===== src/rtl/pipe_ctrl_pkg.sv =====
// Shared constants for the pipeline controller: CSR addresses, hold/bubble
// vectors and the trap/mret sequencer state encoding.
package pipe_ctrl_pkg;

    localparam logic [11:0] CSR_MEPC    = 12'h341;
    localparam logic [11:0] CSR_MCAUSE  = 12'h342;
    localparam logic [11:0] CSR_MSTATUS = 12'h300;

    // Hold bits: [0] PC, [1] IF/ID, [2] ID/EXE, [3] EXE/MEM, [4] MEM/WB
    localparam logic [4:0] STALL_NONE    = 5'b00000;
    localparam logic [4:0] STALL_LOADUSE = 5'b00011;
    localparam logic [4:0] STALL_EXE     = 5'b01111;
    localparam logic [4:0] STALL_ALL     = 5'b11111;

    // Bubble bits: [0] IF/ID, [1] ID/EXE, [2] EXE/MEM
    localparam logic [2:0] FLUSH_NONE    = 3'b000;
    localparam logic [2:0] FLUSH_LOADUSE = 3'b010;
    localparam logic [2:0] FLUSH_JUMP    = 3'b011;
    localparam logic [2:0] FLUSH_EXE     = 3'b100;
    localparam logic [2:0] FLUSH_ALL     = 3'b111;

    typedef enum logic [2:0] {
        IDLE      = 3'd0,
        T_MEPC    = 3'd1,
        T_MCAUSE  = 3'd2,
        T_MSTATUS = 3'd3,
        M_MSTATUS = 3'd4,
        REDIRECT  = 3'd5
    } fsm_state_t;

endpackage


===== src/rtl/pipe_ctrl_fsm.sv =====
// Trap-entry / mret sequencer: issues the CSR write sequence and the final
// fetch redirect. Outputs are meaningful only while busy is high.
module pipe_ctrl_fsm
    import pipe_ctrl_pkg::*;
#(
    parameter int ADDR_WIDTH = 32,
    parameter int DATA_WIDTH = 32
) (
    input  logic                  clk,
    input  logic                  rst_n,
    input  logic                  start_trap,
    input  logic                  start_mret,
    input  logic [ADDR_WIDTH-1:0] trap_pc,
    input  logic [DATA_WIDTH-1:0] trap_cause,
    input  logic [DATA_WIDTH-1:0] mtvec,
    input  logic [DATA_WIDTH-1:0] mepc,
    input  logic [DATA_WIDTH-1:0] mstatus,
    output logic                  busy,
    output logic [4:0]            stall,
    output logic [2:0]            flush,
    output logic                  new_pc_valid,
    output logic [ADDR_WIDTH-1:0] new_pc,
    output logic                  csr_we,
    output logic [11:0]           csr_waddr,
    output logic [DATA_WIDTH-1:0] csr_wdata
);

    localparam logic [DATA_WIDTH-1:0] ALIGN_MASK = {{(DATA_WIDTH-2){1'b1}}, 2'b00};

    fsm_state_t            state_reg, state_next;
    logic [ADDR_WIDTH-1:0] pc_reg;
    logic [DATA_WIDTH-1:0] cause_reg;
    logic [ADDR_WIDTH-1:0] target_reg;
    logic [DATA_WIDTH-1:0] mstatus_mod;

    always_ff @(posedge clk or negedge rst_n) begin
        if (!rst_n) begin
            state_reg  <= IDLE;
            pc_reg     <= '0;
            cause_reg  <= '0;
            target_reg <= '0;
        end else begin
            state_reg <= state_next;
            if (state_reg == IDLE && start_trap) begin
                pc_reg    <= trap_pc;
                cause_reg <= trap_cause;
            end
            // mret target is frozen at request time; trap target is read from mtvec late
            if (state_reg == IDLE && start_mret && !start_trap)
                target_reg <= ADDR_WIDTH'(mepc & ALIGN_MASK);
            if (state_reg == T_MSTATUS)
                target_reg <= ADDR_WIDTH'(mtvec & ALIGN_MASK);
        end
    end

    always_comb begin
        state_next   = state_reg;
        stall        = STALL_NONE;
        flush        = FLUSH_NONE;
        new_pc_valid = 1'b0;
        new_pc       = '0;
        csr_we       = 1'b0;
        csr_waddr    = 12'h000;
        csr_wdata    = '0;
        mstatus_mod  = mstatus;
        case (state_reg)
            IDLE: begin
                if (start_trap)      state_next = T_MEPC;
                else if (start_mret) state_next = M_MSTATUS;
            end
            T_MEPC: begin
                state_next = T_MCAUSE;
                stall      = STALL_EXE;
                flush      = FLUSH_ALL;
                csr_we     = 1'b1;
                csr_waddr  = CSR_MEPC;
                csr_wdata  = DATA_WIDTH'(pc_reg);
            end
            T_MCAUSE: begin
                state_next = T_MSTATUS;
                stall      = STALL_EXE;
                flush      = FLUSH_ALL;
                csr_we     = 1'b1;
                csr_waddr  = CSR_MCAUSE;
                csr_wdata  = cause_reg;
            end
            T_MSTATUS: begin
                state_next         = REDIRECT;
                stall              = STALL_EXE;
                flush              = FLUSH_ALL;
                mstatus_mod[7]     = mstatus[3];
                mstatus_mod[3]     = 1'b0;
                mstatus_mod[12:11] = 2'b11;
                csr_we             = 1'b1;
                csr_waddr          = CSR_MSTATUS;
                csr_wdata          = mstatus_mod;
            end
            M_MSTATUS: begin
                state_next     = REDIRECT;
                stall          = STALL_EXE;
                flush          = FLUSH_ALL;
                mstatus_mod[3] = mstatus[7];
                mstatus_mod[7] = 1'b1;
                csr_we         = 1'b1;
                csr_waddr      = CSR_MSTATUS;
                csr_wdata      = mstatus_mod;
            end
            REDIRECT: begin
                state_next   = IDLE;
                flush        = FLUSH_ALL;
                new_pc_valid = 1'b1;
                new_pc       = target_reg;
            end
            default: state_next = IDLE;
        endcase
    end

    assign busy = (state_reg != IDLE);

endmodule


===== src/rtl/pipe_ctrl.sv =====
// Pipeline controller: arbitrates stall/redirect requests while idle, hands
// trap/mret sequencing to pipe_ctrl_fsm, and keeps stall statistics.
module pipe_ctrl
    import pipe_ctrl_pkg::*;
#(
    parameter int ADDR_WIDTH    = 32,
    parameter int DATA_WIDTH    = 32,
    parameter int STALL_TIMEOUT = 64
) (
    input  logic                  clk_i,
    input  logic                  rst_n_i,
    input  logic                  id_stallreq_i,
    input  logic                  exe_stallreq_i,
    input  logic                  exe_jump_i,
    input  logic [ADDR_WIDTH-1:0] exe_jump_addr_i,
    input  logic                  trap_req_i,
    input  logic                  mret_req_i,
    input  logic [ADDR_WIDTH-1:0] trap_pc_i,
    input  logic [DATA_WIDTH-1:0] trap_cause_i,
    input  logic [DATA_WIDTH-1:0] mtvec_i,
    input  logic [DATA_WIDTH-1:0] mepc_i,
    input  logic [DATA_WIDTH-1:0] mstatus_i,
    output logic [4:0]            stall_o,
    output logic [2:0]            flush_o,
    output logic                  new_pc_valid_o,
    output logic [ADDR_WIDTH-1:0] new_pc_o,
    output logic                  csr_we_o,
    output logic [11:0]           csr_waddr_o,
    output logic [DATA_WIDTH-1:0] csr_wdata_o,
    output logic                  busy_o,
    output logic                  stall_timeout_o,
    output logic [31:0]           stall_cycles_o
);

    localparam int              CNT_W         = $clog2(STALL_TIMEOUT + 1);
    localparam logic [CNT_W-1:0] TIMEOUT_LIMIT = CNT_W'(STALL_TIMEOUT);

    logic                  take_trap, take_mret;
    logic                  fsm_busy, fsm_new_pc_valid, fsm_csr_we;
    logic [4:0]            fsm_stall;
    logic [2:0]            fsm_flush;
    logic [ADDR_WIDTH-1:0] fsm_new_pc;
    logic [11:0]           fsm_csr_waddr;
    logic [DATA_WIDTH-1:0] fsm_csr_wdata;
    logic [CNT_W-1:0]      timeout_cnt_reg, timeout_cnt_next;
    logic                  stall_timeout_reg;
    logic [31:0]           stall_cycles_reg;

    // A trap or mret must wait until the multi-cycle EXE op has drained
    assign take_trap = trap_req_i & ~exe_stallreq_i;
    assign take_mret = mret_req_i & ~exe_stallreq_i & ~trap_req_i;

    pipe_ctrl_fsm #(
        .ADDR_WIDTH(ADDR_WIDTH),
        .DATA_WIDTH(DATA_WIDTH)
    ) u_fsm (
        .clk         (clk_i),
        .rst_n       (rst_n_i),
        .start_trap  (take_trap),
        .start_mret  (take_mret),
        .trap_pc     (trap_pc_i),
        .trap_cause  (trap_cause_i),
        .mtvec       (mtvec_i),
        .mepc        (mepc_i),
        .mstatus     (mstatus_i),
        .busy        (fsm_busy),
        .stall       (fsm_stall),
        .flush       (fsm_flush),
        .new_pc_valid(fsm_new_pc_valid),
        .new_pc      (fsm_new_pc),
        .csr_we      (fsm_csr_we),
        .csr_waddr   (fsm_csr_waddr),
        .csr_wdata   (fsm_csr_wdata)
    );

    // Outputs are forced low while reset is held, even if requests are active
    always_comb begin
        stall_o        = STALL_NONE;
        flush_o        = FLUSH_NONE;
        new_pc_valid_o = 1'b0;
        new_pc_o       = '0;
        csr_we_o       = 1'b0;
        csr_waddr_o    = 12'h000;
        csr_wdata_o    = '0;
        if (rst_n_i) begin
            if (fsm_busy) begin
                stall_o        = fsm_stall;
                flush_o        = fsm_flush;
                new_pc_valid_o = fsm_new_pc_valid;
                new_pc_o       = fsm_new_pc;
                csr_we_o       = fsm_csr_we;
                csr_waddr_o    = fsm_csr_waddr;
                csr_wdata_o    = fsm_csr_wdata;
            end else if (take_trap || take_mret) begin
                stall_o = STALL_ALL;
            end else if (exe_jump_i) begin
                new_pc_valid_o = 1'b1;
                new_pc_o       = exe_jump_addr_i;
                flush_o        = FLUSH_JUMP;
            end else if (exe_stallreq_i) begin
                stall_o = STALL_EXE;
                flush_o = FLUSH_EXE;
            end else if (id_stallreq_i) begin
                stall_o = STALL_LOADUSE;
                flush_o = FLUSH_LOADUSE;
            end
        end
    end

    always_comb begin
        timeout_cnt_next = timeout_cnt_reg;
        if (!exe_stallreq_i)
            timeout_cnt_next = '0;
        else if (!fsm_busy && timeout_cnt_reg != TIMEOUT_LIMIT)
            timeout_cnt_next = timeout_cnt_reg + CNT_W'(1);
    end

    always_ff @(posedge clk_i or negedge rst_n_i) begin
        if (!rst_n_i) begin
            timeout_cnt_reg   <= '0;
            stall_timeout_reg <= 1'b0;
            stall_cycles_reg  <= 32'd0;
        end else begin
            timeout_cnt_reg <= timeout_cnt_next;
            if (timeout_cnt_next == TIMEOUT_LIMIT)
                stall_timeout_reg <= 1'b1;
            if (stall_o[0])
                stall_cycles_reg <= stall_cycles_reg + 32'd1;
        end
    end

    assign busy_o          = fsm_busy;
    assign stall_timeout_o = stall_timeout_reg;
    assign stall_cycles_o  = stall_cycles_reg;

endmodule


===== config.mk =====
export PLATFORM = sky130hd
export DESIGN_NAME = pipe_ctrl
export DESIGN_NICKNAME = d
export VERILOG_FILES = /design/src/rtl/pipe_ctrl_pkg.sv /design/src/rtl/pipe_ctrl_fsm.sv /design/src/rtl/pipe_ctrl.sv
export SDC_FILE = /design/constraint.sdc
export NUM_CORES = 1
export LEC_CHECK = 0
export ABC_CLOCK_PERIOD_IN_PS = 6800
export BUFFER_PORTS_ARGS = -buffer_cell sky130_fd_sc_hd__buf_2
export CAP_MARGIN = 40
export CORE_UTILIZATION = 40
export DETAILED_ROUTE_END_ITERATION = 16
export HOLD_SLACK_MARGIN = 0.03
export PLACE_DENSITY = 0.68
export SYNTH_ARGS = -nofsm -noshare
export SYNTH_HDL_FRONTEND = slang
export SYNTH_HIERARCHICAL = 1
export SYNTH_SLANG_ARGS = --single-unit

===== constraint.sdc =====
create_clock -name clk_i -period 6.8 [get_ports clk_i]
set_input_delay 1.36 -clock clk_i [delete_from_list [all_inputs] [get_ports clk_i]]
set_output_delay 1.36 -clock clk_i [all_outputs]
set_load 0.02 [all_outputs]

Yosys cells after proc, flatten, opt, wreduce, memory -nomap -nowiden
Cells that the tools add are included.
- register bits after elaboration: 139
- input bits: 199
- output and inout bits: 120
- word-level logic and storage cells: 75
- add/sub/neg operators: 2
- equality and inequality tests: 8
- multiplexer cells: 40
- bitwise operators: 5
- reductions and logical operators: 13
- operators by type and width (cell ; number):
    32-bit 2-to-1 mux ; 9
    32-bit case mux with 4 select lines ; 1
    32-bit by 1-bit adder with 32-bit output, second input constant ; 1
    10-bit case mux with 3 select lines ; 1
    12-bit 2-to-1 mux ; 2
    3-bit 2-to-1 mux ; 8
    5-bit 2-to-1 mux ; 3
    7-bit 2-to-1 mux ; 2
    4-bit 2-to-1 mux ; 3
    3-bit case mux with 4 select lines ; 1
    1-bit 2-to-1 mux ; 8
    7-bit by 1-bit adder with 7-bit output, second input constant ; 1
    7-bit == test, second input constant ; 1
    7-bit != test, second input constant ; 1
    3-bit by 2-bit == test with 1-bit output, second input constant ; 2
    3-bit == test, second input constant ; 2
    5-bit OR reduction ; 1
    1-bit logical AND ; 4
    2-bit 2-to-1 mux ; 2
    4-bit OR reduction ; 1
    1-bit bitwise AND ; 3
    3-bit by 1-bit == test with 1-bit output, second input constant ; 1
    3-bit logical NOT ; 1
    3-bit != test, second input constant ; 1
    6 further kinds ; 8

Longest topological paths before layout
Gate-level depths: netlist of run 1.
- depth in word-level cells: 7
- depth in mapped cells: 12

Cells and area by module
The synthesis of run 1 kept the hierarchy.
- by module, submodules not included (module ; times used ; cells each ; area an instance (µm²)):
    pipe_ctrl_fsm ; 1 ; 461 ; 5373.9
    pipe_ctrl ; 1 ; 319 ; 2827.7

Least setup slack after synthesis of run 1
No wires, ideal clock.
- path kind: input to output
- start: input exe_stallreq_i
- end: output new_pc_o[10]
- data arrival time: 2.483 ns
- path slack: 2.957 ns
- stages: 7
- buffers on the path: 3
- path through: buf_6 -> nor2_1 -> nor2_1 -> and3_1 -> clkbuf_1 -> clkbuf_1 -> a22o_1
- word-level cells in the longest chain between the ends: 7
- elaborated cells between the ends (all ways): 8
- those cells by class: mux: 3; bitwise: 4; reduce/logical: 1
- RTL lines (what ; RTL line ; source):
    start: declaration ; pipe_ctrl.sv:13 ; input logic exe_stallreq_i,
    1-bit NOT (*) ; pipe_ctrl.sv:50, pipe_ctrl.sv:51 ;
    1-bit bitwise AND (2 in series) ; pipe_ctrl.sv:51 ; assign take_mret = mret_req_i & ~exe_stallreq_i & ~trap_req_i;
    1-bit logical OR (*) ; pipe_ctrl.sv:94 ; end else if (take_trap || take_mret) begin
    32-bit 2-to-1 mux (*) ; pipe_ctrl.sv:94 ;
    32-bit 2-to-1 mux (*) ; pipe_ctrl.sv:86 ; if (fsm_busy) begin
    32-bit 2-to-1 mux (*) ; pipe_ctrl.sv:85 ; if (rst_n_i) begin
    end: declaration ; pipe_ctrl.sv:26 ; output logic [ADDR_WIDTH-1:0] new_pc_o,
Every way passes the cells marked *; elsewhere a longest branch is shown, timed or not.

Final worst setup path of run 1
- start: register u_fsm.state_reg[2]
- end: output csr_wdata_o[30]
- word-level cells in the longest chain between the ends: 4
- elaborated cells between the ends (all ways): 8
- those cells by class: eq/ne: 4; mux: 3; reduce/logical: 1
- RTL lines (what ; RTL line ; source):
    start: declaration ; pipe_ctrl_fsm.sv:30 ; fsm_state_t state_reg, state_next;
    start signal: assignment ; pipe_ctrl_fsm.sv:43 ; state_reg <= state_next;
    3-bit == test (tied with other cells) ; pipe_ctrl_fsm.sv:66 ; case (state_reg)
    32-bit case mux with 4 select lines (*) ; pipe_ctrl_fsm.sv:66 ;
    via fsm_csr_wdata[30] ; pipe_ctrl.sv:44 ; logic [DATA_WIDTH-1:0] fsm_csr_wdata;
    32-bit 2-to-1 mux (*) ; pipe_ctrl.sv:86 ;
    32-bit 2-to-1 mux (*) ; pipe_ctrl.sv:85 ;
    end: declaration ; pipe_ctrl.sv:29 ; output logic [DATA_WIDTH-1:0] csr_wdata_o,
Mark *: on every way through the listed nets, which the timed path passes. The rest lies on a longest branch.

==> impl_metrics.json, run 1 <==
{
  "postPlaceCellArea_um2": 9850,
  "max_freq_ghz": 0.232,
  "final_cells": 1335,
  "r2r_end": "stall_cycles_o[29]",
  "ys_ff_latch": 137,
  "vias_per_cell": 5.22,
  "cts_tree": "yes",
  "die_x_um": 145,
  "drtIter0Drc": 353,
  "cts_hold_buf": 0,
  "cap_violations": 0,
  "start_kind": "register",
  "die_area_um2": 21100,
  "async_flop_share": 1.00,
  "hold_path_depth": 1,
  "yosysTopAreaCellShare": 0.418,
  "io_buffers": 307,
  "grt_pass1_vias": 7061,
  "synth_area_leaders": "dfrtp_1 42%, mux2_2 21%, and3_1 6.1%",
  "gp_congestion": 0.797,
  "fin_crit_sh": 0.634,
  "wl_per_cell_um": 17.0,
  "cp_num_buf_inv": 3,
  "synth_most_common_cell": "mux2_2",
  "clock_skew_ps": 12.8,
  "grt_start_max_net_pins": 75,
  "die_y_um": 145,
  "grt_pass1_wl_um": 36700,
  "yosysTopAreaCell": "dfrtp_1",
  "relSlewSlack": 0.407,
  "fin_setup_tns_ps": 0,
  "synth_area_um2": 8200,
  "ant_nets": 0,
  "cts.repair.resized": 0,
  "p_leak_nw": 5.31,
  "num_vias": 6964,
  "peakVddDrop_uv": 197,
  "overflow": 0,
  "grt_use_total": 0.218,
  "placedCellCount": 1300,
  "wl_um": 22800,
  "layout-drive-gt1-share": 0.499,
  "clk_path_buf_depth": 2,
  "yosysUniqueCellTypes": 58,
  "maxSlewViolCount": 0,
  "cp.arrival_ps": 2950,
  "yosys_warnings": 6,
  "first_pass_iters": 5,
  "design_area_um2": 10500,
  "nets": 1251,
  "area_growth_pct": 27.7,
  "crit_end": "csr_wdata_o[30]",
  "setup_violations": 0,
  "critPathRequiredTime_ps": 5440,
  "clk_pin_slew_ps": 70,
  "crit_family": "buffers and inverters",
  "coreArea_um2": 20200,
  "synth_edf_count": 0,
  "powerDensity_nw_per_um2": 398,
  "final_util": 0.519,
  "finalHoldViolCount": 0,
  "dp_hpwl_um": 15600,
  "crit_chain": "buf_4 -> nor3b_2 -> buf_4 -> nand2_1 -> o21ai_0 -> and3_1 -> buf_2",
  "initial_utilization": 0.407,
  "cts_made_buffers": 17,
  "reg2reg_depth": 8,
  "avgSynthCellArea_um2": 10.5,
  "worstReg2RegStart": "u_fsm/state_reg[1]",
  "fp-row-count": 52,
  "slowest_delay_ps": 600,
  "synth_cells": 780,
  "max_slew.worst_pin.slew_ps": 890,
  "rrSetupSlack_ps": 3770,
  "cp-end-kind": "output port",
  "p_total_w": 0.00417,
  "crit_slowest_cell": "buf_4",
  "clock_latency_ps": 410,
  "htreeDepth": 4,
  "seq_area_frac_synth": 0.418,
  "status": "complete, no violations",
  "synthTopCellsByCount": "153 x mux2_2, 137 x dfrtp_1, 80 x and3_1",
  "crit_type": "reg -> out",
  "cp.depth": 7,
  "crit_start": "u_fsm/state_reg[2]",
  "drc": 0,
  "cp_common_cell": "buf_4",
  "pin_count": 319,
  "dominantRegCellSynth": "dfrtp_1",
  "cp_max_fo": 74,
  "period_needed_ps": 4310,
  "cts_setup_buffers": 0,
  "cts.sink_count": 137,
  "rsz0062_at_grt": "false",
  "cts_root_buffer": "clkbuf_16",
  "antenna_found_initial": 3,
  "hold_class": "reg -> reg"
}
==> placed cells by master (no fill, tap or decap), types with 12 or more instances in the layout <==
cell type	count
a22oi_1	29
buf_2	306
nand2_1	54
inv_1	13
clkbuf_16	17
a22o_1	32
nor3_1	12
dfrtp_1	135
and3_1	80
nand3_1	19
nor2_1	23
mux2_2	153
o21ai_0	30
xor2_1	20
xnor2_1	18
==> worst min-delay path by stage <==
stage	startpoint	endpoint
2_1_floorplan	u_fsm/target_reg[6]	u_fsm/target_reg[6]
3_3_place_gp	stall_cycles_o[31]	stall_cycles_o[31]
3_5_place_dp	stall_timeout_o	stall_timeout_o
4_1_cts	stall_cycles_o[31]	stall_cycles_o[31]
5_1_grt	stall_cycles_o[31]	stall_cycles_o[31]
6_report	stall_cycles_o[31]	stall_cycles_o[31]
==> cell families (layout without fill, tap and decap cells) <==
family,Yosys count,after routing,share of synthesized area
and+or+nand+nor,230,230,0.155
muxes,156,156,0.214
DFF,137,137,0.418
AOI/OAI and AO/OA,121,121,0.109
buffers and inverters,94,367,0.0581
xor gates and xnor gates,38,38,0.0406
adders and majority gates,3,3,0.00458
other,1,13,0.000457
==> through the flow <==
stage,hold WS (ps),setup slack (ps)
after global placement,453,2080
after floorplan,450,2960
after global routing,489,2220
final,462,2490
after CTS,469,2410
after detailed placement,455,2410
==> per-layer routing <==
| metal | global-route usage | part of all wire | up-vias | wire length (um) |
|---|---|---|---|---|
| met5 | 0 | 0 | - | 0 |
| li1 | - | - | 3317 | - |
| met3 | 0.0478 | 0.049 | 24 | 1120 |
| met2 | 0.363 | 0.50 | 203 | 11300 |
| met4 | 0.0716 | 0.019 | 0 | 433 |
| met1 | 0.281 | 0.44 | 3420 | 9920 |
==> area by class of cell <==
cell class	instances	area (um^2)
well taps	270	338
fillers	1887	9690
inverters	14	52.6
clock inverters	14	188
repair buffers	321	1690
diodes	3	7.51
multi-input cells	558	4340
flip-flops and latches	137	3430
clock buffers	18	429
==> where the power goes <==
| part | internal (W) | switching (W) |
|---|---|---|
| Clock | 0.000588 | 0.000386 |
| Combinational | 0.000872 | 0.00102 |
| Sequential | 0.00114 | 0.000170 |
Note: power is estimated with default switching activity, not from simulation.
==> inputs of run 2 (changes only) <==
ABC_CLOCK_PERIOD_IN_PS = 4450   (was 6800)
clock period = 4.45 ns   (was 6.8 ns; I/O delays follow)
==> run 2 against run 1 <==
Net effect:
- global-route usage increased by 0.44 points
- critical path type unchanged
- worst setup slack worse by 1700 ps
- utilization barely moved
- critical path depth is the same
==> impl_metrics.json, run 2 (synthesized netlist as in run 1, its figures left out) <==
{
  "cts_hold_buf": 0,
  "first_pass_iters": 6,
  "io_buffers": 307,
  "overflow": 0,
  "layout-drive-gt1-share": 0.501,
  "clock_latency_ps": 420,
  "cp_max_fo": 32,
  "crit_slowest_cell": "dfrtp_2",
  "pin_count": 319,
  "period_needed_ps": 3670,
  "initial_utilization": 0.407,
  "clock_skew_ps": 12.1,
  "relSlewSlack": 0.552,
  "regArea_um2": 3430,
  "multi_input_area_um2": 4340,
  "peakVddDrop_uv": 283,
  "wl_um": 23000,
  "internal_power_w": 0.00397,
  "drc": 0,
  "nets": 1256,
  "num_vias": 7029,
  "dp_hpwl_um": 16000,
  "die_x_um": 145,
  "grt_start_max_net_pins": 48,
  "gp_congestion": 0.806,
  "drtIter0Drc": 362,
  "die_y_um": 145,
  "htreeDepth": 4,
  "crit_family": "buffers and inverters",
  "cap_violations": 0,
  "swShare": 0.377,
  "fin_crit_sh": 0.824,
  "max_freq_ghz": 0.273,
  "p_leak_nw": 5.33,
  "clk_path_buf_depth": 2,
  "cp.arrival_ps": 2780,
  "cts.repair.resized": 0,
  "rsz0062_at_grt": "false",
  "area_growth_pct": 27.8,
  "final_common_cell": "buf_2",
  "status": "complete, no violations",
  "setup_violations": 0,
  "crit_type": "reg -> out",
  "switching_power_w": 0.00241,
  "start_kind": "register",
  "final_cell_mix": "306 x buf_2, 153 x mux2_2, 135 x dfrtp_1",
  "ant_nets": 0,
  "cp_num_buf_inv": 3,
  "vias_per_cell": 5.24,
  "grt_pass1_vias": 7154,
  "cp-end-kind": "output port",
  "crit_chain": "nor3_1 -> inv_2 -> nor2_1 -> and3_1 -> buf_4 -> a22o_1 -> buf_2",
  "maxSlewViolCount": 0,
  "grt_use_total": 0.223,
  "p_clk_frac": 0.231,
  "cts.sink_count": 137,
  "hold_class": "in -> async",
  "critPathRequiredTime_ps": 3560,
  "max_slew.worst_pin.slew_ps": 670,
  "pwr-share-comb": 0.446,
  "pwr-share-seq": 0.323,
  "cts_tree": "yes",
  "design_area_um2": 10500,
  "wl_per_cell_um": 17.1,
  "cts_setup_buffers": 0,
  "postPlaceCellArea_um2": 9860,
  "finalHoldViolCount": 0,
  "cts_root_buffer": "clkbuf_16",
  "die_area_um2": 21100,
  "slowest_delay_ps": 610,
  "antenna_found_initial": 6,
  "grt_pass1_wl_um": 37500,
  "cts_made_buffers": 17,
  "fp-row-count": 52,
  "coreArea_um2": 20200,
  "powerDensity_nw_per_um2": 608,
  "fin_setup_tns_ps": 0,
  "fillers": 1902,
  "clk_pin_slew_ps": 60
}
[run 2: cell types whose count changed in the layout (fill, tap and decap cells not counted), sizes merged]
cell,before,now
diode,3,5
clkinv,2,4
buf,321,326
clkbuf,18,19
inv,20,17
[run 2: path summary, 6_finish.rpt]
path / start / to / slack, ps / cells past startpoint
hold / removal: rst_n_i / u_fsm/pc_reg[24] / 380 / 1
setup reg to reg: u_fsm/state_reg[1] / stall_cycles_o[27] / 1300 / 8
setup / recovery: u_fsm/state_reg[2] / new_pc_o[4] / 780 / 7
min in group clk_i: stall_timeout_o / stall_timeout_o / 460 / 2
max in group asynchronous: rst_n_i / u_fsm/target_reg[20] / 2790 / 3
hold reg to reg: stall_timeout_o / stall_timeout_o / 460 / 2
[run 2: worst register-to-register path: cells and delay by family, from the launching register on]
family	cells	cell delay, ps
buffers and inverters	1	470
AND/OR/NAND/NOR	5	1420
flip-flops	1	550
XOR/XNOR	2	650
[run 2: per-stage QoR]
step	power (W)	setup WS, ps	hold WS, ps	instances	util
6_report	0.00638	783	379	1342	0.520
5_1_grt	0.00679	548	380	1342	0.520
2_1_floorplan	0.00418	1480	450	789	-
3_5_place_dp	0.00492	1220	453	1305	0.489
4_1_cts	0.00642	761	375	1337	0.519
3_3_place_gp	0.00483	1250	451	1304	0.488
[run 2: metal layers]
metal  share of wire  vias up  GRT usage
met4           0.030        2      0.101
met1            0.44     3420      0.282
met2            0.48      236      0.363
li1                -     3329          -
met5         0.00057        -          0
met3           0.047       42     0.0481
[run 2: final cells by class]
cell class | instances | area share
Sequential cell | 137 | 0.327
Tap cell | 270 | 0.0322
Clock inverter | 13 | 0.0159
Timing Repair Buffer | 326 | 0.162
Multi-Input combinational cell | 558 | 0.414
Antenna cell | 5 | 0.00119
Clock buffer | 19 | 0.0422
Inverter | 14 | 0.00501
[run 2: power groups by stage]
stage / logic (W) / clock network (W) / registers (W)
2_1_floorplan: 0.00221 / 0 / 0.00197
3_3_place_gp: 0.00277 / 0 / 0.00206
3_5_place_dp: 0.00284 / 0 / 0.00208
4_1_cts: 0.00285 / 0.00151 / 0.00206
5_1_grt: 0.00310 / 0.00156 / 0.00213
6_report: 0.00285 / 0.00147 / 0.00206
